<file path="config.mk">
export PLATFORM = sky130hd
export DESIGN_NAME = sram_port_arbiter
export DESIGN_NICKNAME = d
export VERILOG_FILES = /design/src/rtl/sram_port_arbiter.sv
export SDC_FILE = /design/constraint.sdc
export NUM_CORES = 1
export LEC_CHECK = 0
export BUFFER_PORTS_ARGS = -buffer_cell sky130_fd_sc_hd__clkbuf_2
export CAP_MARGIN = 30
export CORE_AREA = 4 4 105 107
export CTS_BUF_LIST = sky130_fd_sc_hd__clkbuf_4 sky130_fd_sc_hd__clkbuf_8
export CTS_CLUSTER_SIZE = 10
export DETAILED_ROUTE_END_ITERATION = 7
export DIE_AREA = 0 0 109 111
export GPL_TIMING_DRIVEN = 0
export PLACE_DENSITY_LB_ADDON = 0.05
export SETUP_SLACK_MARGIN = 0.02
export SYNTH_ARGS = -nofsm -noshare
export SYNTH_HDL_FRONTEND = slang
export SYNTH_SLANG_ARGS = --single-unit
</file>
<file path="constraint.sdc">
create_clock -name clk -period 1.3 [get_ports clk]
set_input_delay 0.26 -clock clk [delete_from_list [all_inputs] [get_ports clk]]
set_output_delay 0.26 -clock clk [all_outputs]
set_load 0.01 [all_outputs]
</file>
<file path="src/rtl/sram_port_arbiter.sv">
// Arbitrates one single-ported, one-cycle-latency SRAM between the fetch and data ports.
// Optional fetch starvation guard enabled by defining SRAM_ARB_STARVE_GUARD_EN.
module sram_port_arbiter #(
    parameter int unsigned STARVE_LIMIT = 4
) (
    input  logic        clk,
    input  logic        resetn,
    input  logic        inst_req,
    input  logic [31:0] inst_addr,
    output logic        inst_addr_ok,
    output logic        inst_data_ok,
    output logic [31:0] inst_rdata,
    input  logic        data_req,
    input  logic        data_wr,
    input  logic [3:0]  data_wstrb,
    input  logic [31:0] data_addr,
    input  logic [31:0] data_wdata,
    output logic        data_addr_ok,
    output logic        data_data_ok,
    output logic [31:0] data_rdata,
    output logic        sram_en,
    output logic [3:0]  sram_we,
    output logic [31:0] sram_addr,
    output logic [31:0] sram_wdata,
    input  logic [31:0] sram_rdata
);

    logic grant_inst;
    logic grant_data;
    logic force_inst;
    logic rsp_valid;
    logic rsp_owner;
    logic rsp_is_store;

`ifdef SRAM_ARB_STARVE_GUARD_EN
    localparam int unsigned CNT_W = 4;
    localparam logic [CNT_W-1:0] CNT_MAX = '1;

    logic [CNT_W-1:0] starve_cnt;
    logic [CNT_W-1:0] starve_cnt_nxt;

    // Fetch is forced through once it has watched STARVE_LIMIT data grants in a row.
    assign force_inst = inst_req && data_req && (starve_cnt == CNT_W'(STARVE_LIMIT));

    always_comb begin
        starve_cnt_nxt = starve_cnt;
        if (!inst_req || grant_inst) begin
            starve_cnt_nxt = '0;
        end else if (grant_data && (starve_cnt != CNT_MAX)) begin
            starve_cnt_nxt = starve_cnt + CNT_W'(1);
        end
    end

    always_ff @(posedge clk or negedge resetn) begin
        if (!resetn) begin
            starve_cnt <= '0;
        end else begin
            starve_cnt <= starve_cnt_nxt;
        end
    end
`else
    logic unused_limit;
    assign unused_limit = ^32'(STARVE_LIMIT);
    assign force_inst   = 1'b0;
`endif

    // Data wins by default since it belongs to the older instruction.
    always_comb begin
        grant_data = resetn && data_req && !force_inst;
        grant_inst = resetn && inst_req && !grant_data;
    end

    always_comb begin
        sram_en    = 1'b0;
        sram_we    = 4'h0;
        sram_addr  = 32'h0;
        sram_wdata = 32'h0;
        if (grant_data) begin
            sram_en    = 1'b1;
            sram_we    = data_wr ? data_wstrb : 4'h0;
            sram_addr  = data_addr;
            sram_wdata = data_wr ? data_wdata : 32'h0;
        end else if (grant_inst) begin
            sram_en    = 1'b1;
            sram_addr  = inst_addr;
        end
    end

    // Response tracking: one entry, reloaded on every grant, cleared otherwise.
    always_ff @(posedge clk or negedge resetn) begin
        if (!resetn) begin
            rsp_valid    <= 1'b0;
            rsp_owner    <= 1'b0;
            rsp_is_store <= 1'b0;
        end else begin
            rsp_valid    <= grant_inst || grant_data;
            rsp_owner    <= grant_data;
            rsp_is_store <= grant_data && data_wr;
        end
    end

    assign inst_addr_ok = grant_inst;
    assign data_addr_ok = grant_data;
    assign inst_data_ok = rsp_valid && !rsp_owner;
    assign data_data_ok = rsp_valid && rsp_owner;
    assign inst_rdata   = inst_data_ok ? sram_rdata : 32'h0;
    assign data_rdata   = (data_data_ok && !rsp_is_store) ? sram_rdata : 32'h0;

endmodule

</file>
# After elaboration in Yosys (flattened, before gate mapping)
# Cells that the tools add are included.
[totals] word_cells=24 reg_bits=3
[classes] mux=10 reduce_logical=11
[op_table] operator="$mux 32" n=6
[op_table] operator="$mux 4" n=2
[op_table] operator="$logic_and 1x1->1" n=7
[op_table] operator="$logic_not 1->1" n=3
[op_table] operator="$mux 1" n=2
[op_table] operator="$logic_or 1x1->1" n=1

# Depth between registers and ports, before layout
# Gate-level depths: netlist (run 1).
[depth] ltp_word=5 mapped_depth=5

# Least setup slack after synthesis (run 1)
# Ideal clock, no wire load.
[synth_path] path_kind="reg-to-output" from="register rsp_is_store" to="output data_rdata[10]" n_path_buf=1 t_arrival_ns=0.975 stages_incl_launch_ff=4 path_slack_ns=0.065 cell_sequence="dfrtp_1 and3b_1 clkbuf_1 and2_1"
[synth_between] elab_chain_len=3
[synth_rtl] item="start: declaration" line_no="33" text="logic rsp_is_store;"
[synth_rtl] item="start signal: assignment" line_no="98" text="rsp_is_store <= grant_data && data_wr;"
[synth_rtl] item="$logic_not 1->1" line_no="107" text="assign data_rdata = (data_data_ok && !rsp_is_store) ? sram_rdata : 32'h0;"
[synth_rtl] item="$logic_and 1x1->1" line_no="107"
[synth_rtl] item="$mux 32" line_no="107"
[synth_rtl] item="end: declaration" line_no="20" text="output logic [31:0] data_rdata,"
# Every way passes these cells.

# Worst setup path in the final report (run 1)
[layout_path] from="register rsp_owner" to="output data_rdata[24]"
[layout_between] elab_chain_len=3
[layout_rtl] item="start: declaration" line_no="32" text="logic rsp_owner;"
[layout_rtl] item="start signal: assignment" line_no="97" text="rsp_owner <= grant_data;"
[layout_rtl] item="$logic_and 1x1->1" line_no="105" text="assign data_data_ok = rsp_valid && rsp_owner;"
[layout_rtl] item="$logic_and 1x1->1" line_no="107"
[layout_rtl] item="$mux 32" line_no="107"
# Every way passes these cells.

==> results.cfg, run 1 <==
[cts]
cts_tree = yes
cts_root_buf = clkbuf_8
clkTransAtPathRegs_ps = 30
clock-sinks = 3
ctsLongestPathBuffers = 2
h-tree-depth = 1
cts_buffers = 3

[layout]
drive_gt1_frac = 0.817
insertedDiodeCount = 0
fin_area_mm2 = 0.00425
areaGrowthSynthToFinish_pct = 216
layout.cells.most_common = clkbuf_2
layout_common_cells = clkbuf_2, buf_6, and2_4
final_cells = 671
nets = 673

[timing]
relSlewSlack = 0.856
drv_slew = 0
setup_viol_count_final = 99
fin_crit_sh = 1.23
min_period_ps = 1600
clock.fmax_mhz = 626
hold_slack_ps = 336
rsz0062_at_grt = yes
fin_ws_ps = -298
hold_violations = 0
worst_slew_pin_slew_ps = 216

[setup_path]
end_kind = output port
startpoint_type = flip-flop
critPathRequiredTime_ps = 1040
criticalPathCategory = reg2out
cp_max_fo = 10
cp.arrival_ps = 1340

[pwr]
combPwrFrac = 0.747
pwr-share-clk = 0.187
power_switching_mw = 0.559
ir_drop_v = 0.000208
power.density_mw_per_mm2 = 367
total_power_mw = 1.56
pwr-share-seq = 0.065
leakagePower_nw = 2.36
swShare = 0.359
internal-power_mw = 1.00

[floorplanning]
initial_core_util = 0.133
ios = 274
die_x_um = 109
die-area_mm2 = 0.0121
dieHeight_um = 111
core_mm2 = 0.0101
rows = 37

[job]
drv_cap = 0

[synth]
syn-num-nets = 370
synth_area_mm2 = 0.00135
syn_avg_cell_area_um2 = 5.78
yosysUniqueCellTypes = 16
yosysWarnings = 0
synth_seq_cells = 3
netlist_instances = 233
ys_seq_area_frac = 0.0558

[status]
violations = setup timing
status = complete, but fails checks

[grt]
antenna_found_initial = 0
grt_pass1_wl_um = 13500
first_global_vias = 2670
grt_start_max_net_pins = 11
overflow = 0
track_usage = 0.139

[drt]
drt_iter0_markers = 98
post_drt_wl_per_cell_um = 14.4
vias = 2694
wirelength_um = 9670
drc_errors = 0
dr.pass1.iters = 4
ant_nets = 0
avgViaCountPerCell = 4.01

[place]
dpl.cell_count = 640
gp_congestion = 0.775
place_area_mm2 = 0.00287
port_buffers = 271
hpwl_um = 7440

[worst_hold_path]
hp-class = in2reg
-- final cells by class --
type | count | area, um2
multi-input combinational | 204 | 1510
tap | 136 | 170
buffer | 21 | 265
inverter | 1 | 3.75
timing repair buffer | 302 | 2180
fill | 1083 | 5890
sequential | 3 | 75.1
clock buffer | 4 | 48.8
-- metrics by stage --
| step | setup TNS, ps | setup slack (ps) | utilization |
|---|---|---|---|
| CTS | -23850 | -299 | 0.375 |
| detailed placement | -29480 | -319 | 0.283 |
| global placement | -27400 | -341 | 0.283 |
| global route | -22220 | -387 | 0.419 |
| floorplan | 0 | 65.4 | - |
| finish | -15760 | -298 | 0.419 |
-- cell families after synthesis --
family | after synthesis | share of synthesized area
AND/OR/NAND/NOR | 171 | 0.709
buffers and inverters | 26 | 0.111
flip-flops | 3 | 0.0558
AO/OA/AOI/OAI | 33 | 0.125
-- critical path: stages, from the launching register on --
cell and delay [ps]:
dfrtp_1 400, and3b_2 260, clkbuf_8 160, and2_1 170
clkbuf_2 130
-- routing by layer --
metal	part of all wire	routed length, um	vias to the layer above	global-route usage
li1	-	-	1355	-
met1	0.33	3180	1201	0.132
met2	0.57	5560	136	0.296
met3	0.095	917	2	0.0309
met4	0.0014	14	0	0.0126
met5	0	0	-	0
-- path summary, 6_finish.rpt --
| kind | from | to | slack (ps) | cells after the start |
|---|---|---|---|---|
| worst max-delay path | rsp_owner | data_rdata[24] | -300 | 4 |
| worst min-delay path | data_req | rsp_owner | 340 | 2 |
| min in group asynchronous | resetn | rsp_owner | 510 | 3 |
| max in group asynchronous | resetn | rsp_is_store | 690 | 3 |
-- cell usage after synthesis, drive strengths merged --
cell | instances | area, um2
and3b | 1 | 8.76
o21ai | 32 | 160
buf | 14 | 104
dfrtp | 3 | 75.1
nand3 | 32 | 160
clkbuf | 11 | 41.3
nand2 | 32 | 120
o21a | 1 | 7.51
inv | 1 | 3.75
nor2b | 1 | 6.26
and3 | 1 | 11.3
nand2b | 1 | 6.26
and2 | 102 | 638
nor2 | 1 | 3.75
-- what timing repair did --
item / CTS / global route
endpoints found under the hold margin: 3 / 0
hold buffers: 1 / 0
endpoints found under the setup margin: 136 / 137
resized for setup: 150 / 212
pin swaps: 65 / 44
setup buffers: 18 / 4
gates cloned: 9 / 3
-- power by group through the flow --
| stage | clock [mW] | sequential (mW) | combinational, mW |
|---|---|---|---|
| 2_1_floorplan | 0 | 0.101 | 0.339 |
| 3_3_place_gp | 0 | 0.102 | 0.761 |
| 3_5_place_dp | 0 | 0.102 | 0.759 |
| 4_1_cts | 0.299 | 0.102 | 1.02 |
| 5_1_grt | 0.320 | 0.103 | 1.26 |
| 6_report | 0.292 | 0.102 | 1.17 |
-- registers in the layout, summed over array words and instances (netlist names) --
register      flops
rsp_is_store      1
rsp_owner         1
rsp_valid         1
(Power assumes the default switching activity.)
==> inputs of run 2 (changes only) <==
- RECOVER_POWER: not set -> 100
==> run 2 against run 1 <==
Compared with the run above: the run still ends with setup timing left; design area is 0.59% lower; core utilization shrank 0.25 points; die area did not move; hold slack about the same; largest cell class unchanged; clock power about the same.
==> results.cfg, run 2 (same netlist as run 1, synthesis figures left out) <==
[layout]
fin_area_mm2 = 0.00423
fillers = 1083
top_regs = rsp_is_store (1), rsp_owner (1), rsp_valid (1)
drive_gt1_frac = 0.813
areaGrowthSynthToFinish_pct = 214
layout_common_cells = clkbuf_2, buf_6, and2_4
insertedDiodeCount = 0
nets = 673
layout.cells.most_common = clkbuf_2

[place]
port_buffers = 271
dp_slack_ps = -319
hpwl_um = 7440
place_area_mm2 = 0.00287
gp_congestion = 0.775

[floorplanning]
core_mm2 = 0.0101
ios = 274
die_x_um = 109
initial_core_util = 0.133
rows = 37
dieHeight_um = 111
die-area_mm2 = 0.0121

[timing]
fin_ws_ps = -298
worst_slew_pin_slew_ps = 287
tns_ps = -26550
fin_crit_sh = 1.23
min_period_ps = 1600
rsz0062_at_grt = yes
drv_slew = 0
relSlewSlack = 0.809
setup_viol_count_final = 136
hold_slack_ps = 336
hold_violations = 0
clock.fmax_mhz = 626

[drt]
post_drt_wl_per_cell_um = 14.4
dr.pass1.iters = 4
drt_iter0_markers = 103
vias = 2693
avgViaCountPerCell = 4.01
ant_nets = 0
drc_errors = 0
wirelength_um = 9660

[pwr]
ir_drop_v = 0.000204
power.density_mw_per_mm2 = 367
leakagePower_nw = 2.35

[status]
violations = setup timing
status = complete, but fails checks

[cts]
cts_tree = yes
ctsLongestPathBuffers = 2
h-tree-depth = 1
clock-sinks = 3
clkTransAtPathRegs_ps = 30
cts_buffers = 3
cts_root_buf = clkbuf_8

[job]
drv_cap = 0

[grt]
first_global_vias = 2670
antenna_found_initial = 0
overflow = 0
track_usage = 0.139
grt_pass1_wl_um = 13500
grt_start_max_net_pins = 11

[setup_path]
startpoint = rsp_owner
critPathRequiredTime_ps = 1040
critical-path-max-stage-delay_ps = 400
cpMaxStageDelayCell = dfrtp_1
cp.arrival_ps = 1340
startpoint_type = flip-flop
cp_max_fo = 10
criticalPathCategory = reg2out
end_kind = output port
crit_chain = and3b_2 -> clkbuf_8 -> and2_1 -> clkbuf_2

[worst_hold_path]
hold_path_startpoint = data_req
hp-class = in2reg
-- run 2: repair_timing --
action	4_1_cts	5_1_grt
setup buffers	18	4
endpoints found under the setup margin	136	137
hold endpoints to repair	3	0
hold buffers	1	0
gates cloned	9	3
gates resized for setup	150	212
pin swaps	65	44
-- run 2: final timing paths --
path,end,slack [ps],cells past startpoint
min in group asynchronous,rsp_owner,700,3
worst min-delay path,rsp_owner,340,2
worst max-delay path,data_rdata[24],-300,4
max in group asynchronous,rsp_is_store,450,3
-- run 2: per-layer routing --
layer  wire length [um]  GRT usage
met1               3170      0.132
met2               5550      0.296
met3                926     0.0309
met4                 14     0.0126
met5                  0          0
-- run 2: worst max-delay path: cells and delay by family, from the launching register on --
family,cells,cell delay [ps]
buf+inv,2,300
simple gates,2,430
flops,1,400
-- run 2: per-stage QoR --
stage	cells	total power, mW	util
2_1_floorplan	233	0.440	-
6_report	671	1.55	0.417
4_1_cts	671	1.42	0.375
5_1_grt	671	1.68	0.417
3_5_place_dp	640	0.861	0.283
3_3_place_gp	640	0.863	0.283
-- run 2: where the power goes --
group / internal (mW) / switching (mW)
Sequential: 0.0988 / 0.00326
Combinational: 0.664 / 0.494
Clock: 0.230 / 0.0621
-- run 2: layout make-up --
| type | instances | area [um2] | area share |
|---|---|---|---|
| Buffer | 21 | 265 | 0.0628 |
| Clock buffer | 4 | 48.8 | 0.0115 |
| Inverter | 1 | 3.75 | 0.000888 |
| Multi-Input combinational cell | 204 | 1510 | 0.357 |
| Sequential cell | 3 | 75.1 | 0.0178 |
| Tap cell | 136 | 170 | 0.0403 |
| Timing Repair Buffer | 302 | 2160 | 0.510 |
==> inputs of run 3 (changes only) <==
- BUFFER_PORTS_ARGS: -buffer_cell sky130_fd_sc_hd__clkbuf_2 -> not set
- DONT_BUFFER_PORTS: not set -> 1
==> run 3 against run 2 <==
Compared with the run above: worst setup slack better by 130 ps; the run still ends with setup timing left; sequential power about the same; die area unchanged; non-clock buffer count down 283; global-route usage down 3.7 points; via count down 36%; combinational power down 45%; clock-buffer cell count unchanged; sequential share of layout area up 1.6 points; critical path depth down 1.
==> results.cfg, run 3 (same netlist as run 1, synthesis figures left out) <==
[timing]
hold_violations = 0
worst_slew_pin_slew_ps = 472
relSlewSlack = 0.682
min_period_ps = 1470
hold_slack_ps = 310
clock.fmax_mhz = 681
fin_crit_sh = 1.13
setup_viol_count_final = 95
drv_slew = 0
fin_ws_ps = -169
tns_ps = -12500
rsz0062_at_grt = yes

[cts]
ctsLongestPathBuffers = 2
clock-sinks = 3
cts_tree = yes
cts_buffers = 3
h-tree-depth = 1
clkTransAtPathRegs_ps = 30
cts_root_buf = clkbuf_8

[grt]
met1_usage = 0.106
antenna_found_initial = 0
first_global_vias = 1739
grtUsageMet3 = 0.0245
grt_pass1_wl_um = 9690
overflow = 0
track_usage = 0.102
grt_start_max_net_pins = 11
grt.met2_usage = 0.207
top_usage_layer = met2

[floorplanning]
initial_core_util = 0.133
dieHeight_um = 111
core_mm2 = 0.0101
ios = 274
die_x_um = 109
rows = 37
die-area_mm2 = 0.0121

[setup_path]
cp_max_fo = 10
startpoint_type = flip-flop
crit_cells = 3
crit_chain = and3b_2 -> buf_8 -> and2_4
critPathRequiredTime_ps = 1040
criticalPathCategory = reg2out
worst-path-buf-inv = 1
end_kind = output port
endpoint = data_rdata[10]
critical-path-max-stage-delay_ps = 400
cp.arrival_ps = 1210
startpoint = rsp_owner
critical-path-top-delay-family = simple AND/OR/NAND/NOR gates
cpMaxStageDelayCell = dfrtp_1

[pwr]
swShare = 0.385
leakagePower_nw = 0.982
pwr-share-seq = 0.100
power_switching_mw = 0.395
combPwrFrac = 0.622
pwr-share-clk = 0.279
internal-power_mw = 0.631
power.density_mw_per_mm2 = 458
ir_drop_v = 0.000166

[layout]
insertedDiodeCount = 0
fillers = 1140
areaGrowthSynthToFinish_pct = 66.3
nets = 390
top_regs = rsp_is_store (1), rsp_owner (1), rsp_valid (1)
layout_common_cells = and2_4, nand2_1, nand3_1
final_util = 0.221
drive_gt1_frac = 0.647
layout.cells.most_common = and2_4

[place]
hpwl_um = 5900
gp_congestion = 0.651
port_buffers = 0

[status]
status = complete, but fails checks
violations = setup timing

[drt]
avgViaCountPerCell = 4.44
drc_errors = 0
post_drt_wl_per_cell_um = 19.0
vias = 1723
dr.pass1.iters = 4
wirelength_um = 7360
drt_iter0_markers = 31
ant_nets = 0

[worst_hold_path]
hp-class = in2async

[job]
drv_cap = 0
run 3: cell types whose count changed in the layout (fill, tap and decap cells not counted), sizes merged:
cell / delta
buf: -113
clkbuf: -170
run 3: power groups by stage:
stage               sequential [mW]  combinational, mW  clock, mW
floorplan                     0.101              0.339          0
global placement              0.102              0.426          0
detailed placement            0.102              0.419          0
CTS                           0.102              0.576      0.296
global route                  0.103              0.689      0.310
finish                        0.102              0.638      0.286
run 3: layout make-up:
| type | instances | area, um2 | share of cell area |
|---|---|---|---|
| multi-input combinational | 204 | 1470 | 0.655 |
| buffer | 25 | 255 | 0.114 |
| clock buffer | 4 | 48.8 | 0.0218 |
| inverter | 1 | 3.75 | 0.00168 |
| tap | 136 | 170 | 0.0760 |
| sequential | 3 | 75.1 | 0.0335 |
| timing repair buffer | 15 | 220 | 0.0984 |
run 3: worst min-delay path by stage:
stage / end / depth (start not counted) / from / slack, ps
2_1_floorplan: rsp_is_store / 0 / resetn / -40
3_3_place_gp: rsp_is_store / 0 / resetn / -40
3_5_place_dp: rsp_is_store / 0 / resetn / -40
4_1_cts: rsp_owner / 1 / resetn / 310
5_1_grt: rsp_is_store / 1 / resetn / 320
6_report: rsp_is_store / 1 / resetn / 310
run 3: routing by layer:
layer / wire, um / part of all wire
met1: 2420 / 0.33
met2: 4190 / 0.57
met3: 736 / 0.10
met4: 0 / 0
met5: 0 / 0
run 3: per-stage QoR:
| step | cells | power, mW | cell area (um2) | setup slack [ps] |
|---|---|---|---|---|
| floorplan | 233 | 0.440 | 1350 | 65.4 |
| global placement | 369 | 0.528 | 1520 | -221 |
| detailed placement | 369 | 0.521 | 1520 | -219 |
| CTS | 378 | 0.975 | 2020 | -220 |
| global route | 388 | 1.10 | 2240 | -228 |
| finish | 388 | 1.03 | 2240 | -169 |
run 3: repair_timing:
item                                    in CTS  in global routing
resized for setup                          151                 36
endpoints found under the hold margin        3                  0
hold buffers                                 1                  0
buffers inserted                             2                  5
endpoints found under the setup margin     125                106
cloned                                       2                  5
pin swaps                                   11                 38
